## config.mk

```make
export PLATFORM = sky130hd
export DESIGN_NAME = skid_buffer_flat
export DESIGN_NICKNAME = d
export VERILOG_FILES = /design/src/rtl/skid_buffer_pkg.sv /design/src/rtl/skid_buffer_if.sv /design/src/rtl/skid_buffer_en_reg.sv /design/src/rtl/skid_buffer.sv /design/src/flat_wrapper.sv
export SDC_FILE = /design/constraint.sdc
export NUM_CORES = 1
export LEC_CHECK = 0
export CAP_MARGIN = 15
export CORE_AREA = 2 2 46 48
export CTS_CLUSTER_SIZE = 30
export DETAILED_ROUTE_END_ITERATION = 7
export DIE_AREA = 0 0 48 50
export HOLD_SLACK_MARGIN = 0.1
export PLACE_DENSITY = 0.9
export RECOVER_POWER = 100
export SKIP_LAST_GASP = 1
export SYNTH_ARGS = -nofsm -noshare
export SYNTH_HDL_FRONTEND = slang
export SYNTH_SLANG_ARGS = --single-unit
```

## constraint.sdc

```tcl
create_clock -name clk -period 4.8 [get_ports clk]
set_input_delay 0.96 -clock clk [delete_from_list [all_inputs] [get_ports clk]]
set_output_delay 0.96 -clock clk [all_outputs]
set_load 0.03 [all_outputs]
```

## src/rtl/skid_buffer_pkg.sv

```systemverilog
// skid_buffer_pkg: shared state encoding and depth for the skid buffer slice
package skid_buffer_pkg;
    typedef enum logic [1:0] {EMPTY, ONE, FULL} state_t;
    localparam int DEPTH = 2;
endpackage

```

## src/rtl/skid_buffer_if.sv

```systemverilog
// skid_buffer_if: producer/consumer valid-ready handshake bundle around the skid buffer
interface skid_buffer_if #(parameter int WIDTH = 8);
    logic             in_valid;
    logic             in_ready;
    logic [WIDTH-1:0] in_data;
    logic             out_valid;
    logic             out_ready;
    logic [WIDTH-1:0] out_data;
    modport master (output in_valid, in_data, out_ready, input in_ready, out_valid, out_data);
    modport slave (input in_valid, in_data, out_ready, output in_ready, out_valid, out_data);
endinterface

```

## src/rtl/skid_buffer_en_reg.sv

```systemverilog
// skid_buffer_en_reg: enable-controlled data register with async active-high reset to zero
module skid_buffer_en_reg #(parameter int WIDTH = 8) (
    input  logic             clk,
    input  logic             rst,
    input  logic             en_i,
    input  logic [WIDTH-1:0] d_i,
    output logic [WIDTH-1:0] q_o
);
    logic [WIDTH-1:0] data_q;
    always_ff @(posedge clk or posedge rst)
        if (rst) data_q <= '0;
        else if (en_i) data_q <= d_i;
    assign q_o = data_q;
endmodule

```

## src/rtl/skid_buffer.sv

```systemverilog
// skid_buffer: two-entry valid/ready slice with registered ready/valid and full throughput
module skid_buffer
    import skid_buffer_pkg::*;
#(parameter int WIDTH = 8) (
    input logic          clk,
    input logic          rst,
    skid_buffer_if.slave bus
);
    state_t           state_q, state_d;
    logic             in_ready_q;
    logic             in_xfer, out_xfer, load_main, load_skid, sel_skid;
    logic [WIDTH-1:0] skid_data;
    assign in_xfer  = bus.in_valid & in_ready_q;
    assign out_xfer = bus.out_valid & bus.out_ready;
    always_comb begin
        state_d   = state_q;
        load_main = 1'b0;
        load_skid = 1'b0;
        sel_skid  = 1'b0;
        case (state_q)
            EMPTY: begin
                load_main = in_xfer;
                state_d   = in_xfer ? ONE : EMPTY;
            end
            ONE: begin
                load_main = in_xfer & out_xfer;
                load_skid = in_xfer & ~out_xfer;
                state_d   = (in_xfer & ~out_xfer) ? FULL : (out_xfer & ~in_xfer) ? EMPTY : ONE;
            end
            FULL: begin
                load_main = out_xfer;
                sel_skid  = 1'b1;
                state_d   = out_xfer ? ONE : FULL;
            end
            default: state_d = EMPTY;
        endcase
    end
    // ready is registered from next state so out_ready never reaches in_ready combinationally
    always_ff @(posedge clk or posedge rst)
        if (rst) begin
            state_q    <= EMPTY;
            in_ready_q <= 1'b0;
        end else begin
            state_q    <= state_d;
            in_ready_q <= state_d != FULL;
        end
    assign bus.in_ready  = in_ready_q;
    assign bus.out_valid = state_q != EMPTY;
    skid_buffer_en_reg #(.WIDTH(WIDTH)) u_main (
        .clk  (clk),
        .rst  (rst),
        .en_i (load_main),
        .d_i  (sel_skid ? skid_data : bus.in_data),
        .q_o  (bus.out_data)
    );
    skid_buffer_en_reg #(.WIDTH(WIDTH)) u_skid (
        .clk  (clk),
        .rst  (rst),
        .en_i (load_skid),
        .d_i  (bus.in_data),
        .q_o  (skid_data)
    );
endmodule

```

## src/flat_wrapper.sv

```systemverilog
// flat-port wrapper written by rule: the top's interface ports become plain ports
module skid_buffer_flat import skid_buffer_pkg::*;
#(parameter int WIDTH = 8)
  (clk, rst, bus_in_valid, bus_in_data, bus_out_ready, bus_in_ready, bus_out_valid, bus_out_data);
  skid_buffer_if #(.WIDTH(WIDTH)) bus_i ();
  input logic clk;
  input logic rst;
  input wire logic [$bits(bus_i.in_valid)-1:0] bus_in_valid;
  input wire logic [$bits(bus_i.in_data)-1:0] bus_in_data;
  input wire logic [$bits(bus_i.out_ready)-1:0] bus_out_ready;
  output wire logic [$bits(bus_i.in_ready)-1:0] bus_in_ready;
  output wire logic [$bits(bus_i.out_valid)-1:0] bus_out_valid;
  output wire logic [$bits(bus_i.out_data)-1:0] bus_out_data;
  assign bus_i.in_valid = bus_in_valid;
  assign bus_i.in_data = bus_in_data;
  assign bus_i.out_ready = bus_out_ready;
  assign bus_in_ready = bus_i.in_ready;
  assign bus_out_valid = bus_i.out_valid;
  assign bus_out_data = bus_i.out_data;
  skid_buffer #(.WIDTH(WIDTH)) u_core (.clk(clk), .rst(rst), .bus(bus_i));
endmodule
```

Word level (Yosys, flattened, before mapping)
Cells that the tools add are included.
{"block": "op_classes", "bitwise": 7, "muxes": 9, "n_shift": 0, "n_mul": 0, "n_div": 0, "magnitude_cmp": 0, "add_sub_neg": 0, "n_reduce_logical": 2, "n_eq_ne": 3}
{"operator": "$mux 8", "count": 1}
{"operator": "$pmux 2 s3", "count": 1}
{"operator": "$and 1x1->1", "count": 5}
{"operator": "$mux 1", "count": 4}
{"operator": "$mux 2", "count": 2}
{"operator": "$pmux 1 s3", "count": 1}
{"operator": "$eq 2x1->1 const B", "count": 1}
{"operator": "$eq 2x2->1 const B", "count": 1}
{"operator": "$logic_not 2->1", "count": 1}
{"operator": "$ne 2x2->1 const B", "count": 1}
{"operator": "$not 1->1", "count": 2}
{"operator": "$reduce_bool 2->1", "count": 1}
{"block": "totals", "reg_bits": 19, "ram_bits": 0, "output_inout_bits": 10, "elab_cells": 25, "latchBits": 0, "mem_bits_ro": 0, "mem_count": 0, "inputBits": 12}

Longest topological paths before layout
{"block": "depth", "word_depth": 7, "depth_mapped": 8, "depth_no_buf": 7}

By module
From an unflattened synthesis, not the netlist that was laid out.
{"block": "hier_totals", "hier_cells": 65, "hier_area_um2": 993.5}
{"module": "skid_buffer_en_reg", "area_each_um2": 335.3, "cells_each": 18, "seq_area_each_um2": 200.2, "instances": 2}
{"module": "skid_buffer", "area_each_um2": 322.8, "cells_each": 29, "seq_area_each_um2": 75.1, "instances": 1}

Least setup slack after synthesis
Ideal clock, no wire load.
{"block": "synth_path", "kind": "in2reg", "startpoint": "input port bus_out_ready", "endpoint": "register u_core.u_skid.data_q[0], in the netlist u_core.u_skid.q_o[0]", "cell_stages": 6, "t_arrival_ns": 1.894, "path_buffers": 1, "setup_time_ns": 0.125, "slack_ns": 2.781, "required_ns": 4.675, "path_cell_list": "and2_1 -> inv_1 -> ha_1 -> nand3b_1 -> buf_2 -> mux2_2"}
{"block": "synth_via", "elab_chain_cells": 4}
{"element": "start: declaration", "line_no": "flat_wrapper.sv:10", "text": "input wire logic [$bits(bus_i.out_ready)-1:0] bus_out_ready;"}
{"element": "$and 1x1->1", "line_no": "skid_buffer.sv:14", "text": "assign out_xfer = bus.out_valid & bus.out_ready;"}
{"element": "$not 1->1", "line_no": "skid_buffer.sv:27", "text": "load_skid = in_xfer & ~out_xfer;"}
{"element": "$and 1x1->1", "line_no": "skid_buffer.sv:27"}
{"element": "$mux 1", "line_no": "skid_buffer.sv:20", "text": "case (state_q)"}
{"element": "end signal: assignment", "line_no": "skid_buffer_en_reg.sv:12", "text": "else if (en_i) data_q <= d_i;"}
{"element": "end: declaration", "line_no": "skid_buffer_en_reg.sv:9", "text": "logic [WIDTH-1:0] data_q;"}
Every way passes these cells.
A chain may end at the register's enable or synchronous reset.

Worst setup path in the final report
{"block": "layout_path", "startpoint": "register u_core.state_q[1]", "endpoint": "output port bus_out_valid"}
{"block": "layout_via", "elab_chain_cells": 1}
{"element": "start: declaration", "line_no": "skid_buffer.sv:9", "text": "state_t state_q, state_d;"}
{"element": "start signal: assignment", "line_no": "skid_buffer.sv:44", "text": "state_q <= state_d;"}
{"element": "$reduce_bool 2->1", "line_no": "skid_buffer.sv:48", "text": "assign bus.out_valid = state_q != EMPTY;"}
{"element": "end: declaration", "line_no": "flat_wrapper.sv:12", "text": "output wire logic [$bits(bus_i.out_valid)-1:0] bus_out_valid;"}
Every way passes these cells.

==> flow_metrics.env <==
export IMPL_run_status="finished clean"
export IMPL_synthTopCellsByArea="dfrtp_1 (51%), mux2_2 (18%), mux2_4 (14%), nand3b_1 (3.2%), ha_1 (2.7%)"
export IMPL_post_cts_buffers=0
export IMPL_dp_slack_ns=2.04
export IMPL_antenna_found_initial=0
export IMPL_worstPathArrival_ns=1.78
export IMPL_relSlewSlack_pct=39.4
export IMPL_rows=16
export IMPL_ant_nets=0
export IMPL_fin_crit_sh_pct=57.0
export IMPL_num_vias=577
export IMPL_dr_first_iter_drc_count=1
export IMPL_avgSynthCellArea_um2=14.4
export IMPL_grt_pass1_wl_um=2720
export IMPL_routabilityCongestion=0.677
export IMPL_peakVddDrop_mv=0.412
export IMPL_holdWs_ns=0.514
export IMPL_coreArea_mm2=0.00190
export IMPL_ys_seq_area_share_pct=50.9
export IMPL_grt_pass1_vias=599
export IMPL_cts_hold_repair_buffers=0
export IMPL_clk_path_buf_depth=2
export IMPL_die_h_um=50
export IMPL_finalHoldViolCount=0
export IMPL_route_detailed_drc=0
export IMPL_endpoint_kind="output pin"
export IMPL_crit_fanout=7
export IMPL_die_area_mm2=0.00240
export IMPL_vias_per_cell=5.02
export IMPL_portBuffers=21
export IMPL_rrSetupSlack_ns=2.67
export IMPL_netlist_instances=65
export IMPL_fin_cells=115
export IMPL_synth_top_cell_area_share_pct=50.9
export IMPL_pin_count=22
export IMPL_tightest_slew_ns=0.906
export IMPL_clockRootBuffer="clkbuf_4"
export IMPL_cts_sinks=19
export IMPL_avgRoutedWirePerCell_um=14.2
export IMPL_setup_tns_ns=0
export IMPL_setup_viol=0
export IMPL_fmax_mhz=365
export IMPL_track_usage_pct=15.9
export IMPL_drive_gt1_share_pct=34.1
export IMPL_worstSkewPairLatency_ns=0.30
export IMPL_fillers=158
export IMPL_htree_levels=1
export IMPL_skew_ns=0.0117
export IMPL_min_delay_path_class="reg -> reg"
export IMPL_worstHoldStart="u_core.u_main.q_o[5]"
export IMPL_start_kind="register"
export IMPL_critPathRequiredTime_ns=3.84
export IMPL_power_density_mw_per_mm2=664
export IMPL_cts_resized_gates=0
export IMPL_yosysTopAreaCell="dfrtp_1"
export IMPL_critPathKind="reg -> out"
export IMPL_initial_core_util_pct=49.1
export IMPL_syn_to_final_growth_pct=26.8
export IMPL_yosysWarningCount=0
export IMPL_netlist_area_um2=933
export IMPL_reg2reg_depth=6
export IMPL_synth_nets=79
export IMPL_power_total_w=0.000785
export IMPL_hpwl_um=1210
export IMPL_r2r_start="u_core.state_q[1]"
export IMPL_slew_violations=0
export IMPL_p_leak_nw=0.539
export IMPL_min_delay_path_depth=1
export IMPL_ys_ff_latch=19
export IMPL_dp_cells=111
export IMPL_post_route_min_period_ns=2.74
export IMPL_rsz0062_at_grt="no"
export IMPL_drv_cap=0
export IMPL_die_width_um=48
export IMPL_ys_types=18
export IMPL_r2r_end="u_core.u_main.q_o[0]"
export IMPL_cts_tree="yes"
export IMPL_firstDrtPassIters=4
export IMPL_cts_buffers=3
export IMPL_timing_final_ws_setup_ns=2.06
export IMPL_hold_end="u_core.u_main.q_o[5]"
export IMPL_grt_max_degree=20
export IMPL_n_antenna_cell=0
export IMPL_layout_nets=103
export IMPL_clk_pin_slew_ns=0.12
export IMPL_wl_um=1630
export IMPL_grt_overflow=0
-- per-stage QoR --
stage	util (%)	area (µm²)
after floorplan	-	933
after global placement	61.1	1160
after detailed placement	61.1	1160
after CTS	62.5	1190
after global routing	62.2	1180
final	62.2	1180
-- cell usage in the layout (no fill, tap or decap) --
master | Yosys | routed
o211ai_1 | 0 | 1
o21ai_0 | 1 | 1
clkdlybuf4s50_1 | 0 | 9
a21oi_1 | 1 | 1
mux2_4 | 9 | 9
dlygate4sd3_1 | 0 | 12
nor2_1 | 1 | 1
or2b_1 | 1 | 1
nand2b_1 | 1 | 1
nand2_1 | 1 | 1
mux2_2 | 15 | 15
or2_2 | 1 | 1
inv_1 | 3 | 3
clkinv_2 | 0 | 1
dfrtp_1 | 19 | 19
a21o_2 | 1 | 1
and2_0 | 0 | 1
and2_1 | 2 | 1
ha_1 | 2 | 2
nand3b_1 | 4 | 4
clkbuf_4 | 0 | 3
-- kinds of logic (layout without fill, tap and decap cells) --
logic type / count (synthesis) / count (layout) / synth area share (%)
mux: 24 / 24 / 32.6
flops: 19 / 19 / 50.9
simple gates: 11 / 11 / 7.51
buf+inv: 5 / 28 / 2.95
compound gates: 4 / 4 / 3.35
fa+ha+maj: 2 / 2 / 2.68
-- cells in the mapped netlist --
| cell | number |
|---|---|
| a21oi_1 | 1 |
| nand2_1 | 1 |
| or2b_1 | 1 |
| buf_2 | 1 |
| inv_1 | 3 |
| nand3b_1 | 4 |
| o21ai_0 | 1 |
| buf_6 | 1 |
| or2_2 | 1 |
| a21o_2 | 1 |
| mux2_2 | 15 |
| ha_1 | 2 |
| and2_1 | 2 |
| nor2_1 | 1 |
| nand2b_1 | 1 |
| dfrtp_1 | 19 |
| mux2_4 | 9 |
| o211ai_2 | 1 |
-- per-layer routing --
layer | track usage [%] | share of wire (%)
met5 | 0 | 0
met4 | 4.05 | 0.80
met3 | 3.30 | 4.3
met2 | 26.0 | 53
met1 | 20.9 | 41
-- flip-flops by register name (all words and copies together) (netlist names) --
name	count
u_core.bus.in_ready	1
u_core.u_skid.q_o	8
u_core.state_q	2
u_core.u_main.q_o	8
-- worst max-delay path: stages, from the launching register on --
cell           delay [ns]
dfrtp_1              0.46
or2_2                0.33
dlygate4sd3_1        0.69
-- worst max-delay path by stage --
| stage | from | end | slack [ns] | cells past startpoint |
|---|---|---|---|---|
| floorplan | bus_out_ready | u_core.u_skid.q_o[0] | 2.78 | 6 |
| CTS | u_core.state_q[1] | bus_out_valid | 2.14 | 2 |
| finish | u_core.state_q[1] | bus_out_valid | 2.06 | 2 |
| detailed placement | bus_out_ready | u_core.u_skid.q_o[4] | 2.04 | 6 |
| global route | u_core.state_q[1] | bus_out_valid | 2.02 | 2 |
| global placement | bus_out_ready | u_core.u_skid.q_o[2] | 2.11 | 6 |
-- power breakdown --
part / switching (W) / internal, W / leakage, nW
clock: 0.0000504 / 0.0000310 / 0.0177
sequential: 0.0000459 / 0.000242 / 0.224
combinational: 0.000199 / 0.000217 / 0.297
-- area by class of cell --
class	instances	area (µm²)	share of cell area, %
Multi-Input combinational cell	41	425	35.9
Sequential cell	19	475	40.2
Tap cell	27	33.8	2.85
Timing Repair Buffer	21	210	17.8
Clock buffer	3	22.5	1.90
Clock inverter	1	5.00	0.423
Inverter	3	11.3	0.951
Power figures use the tool's default switching activity.
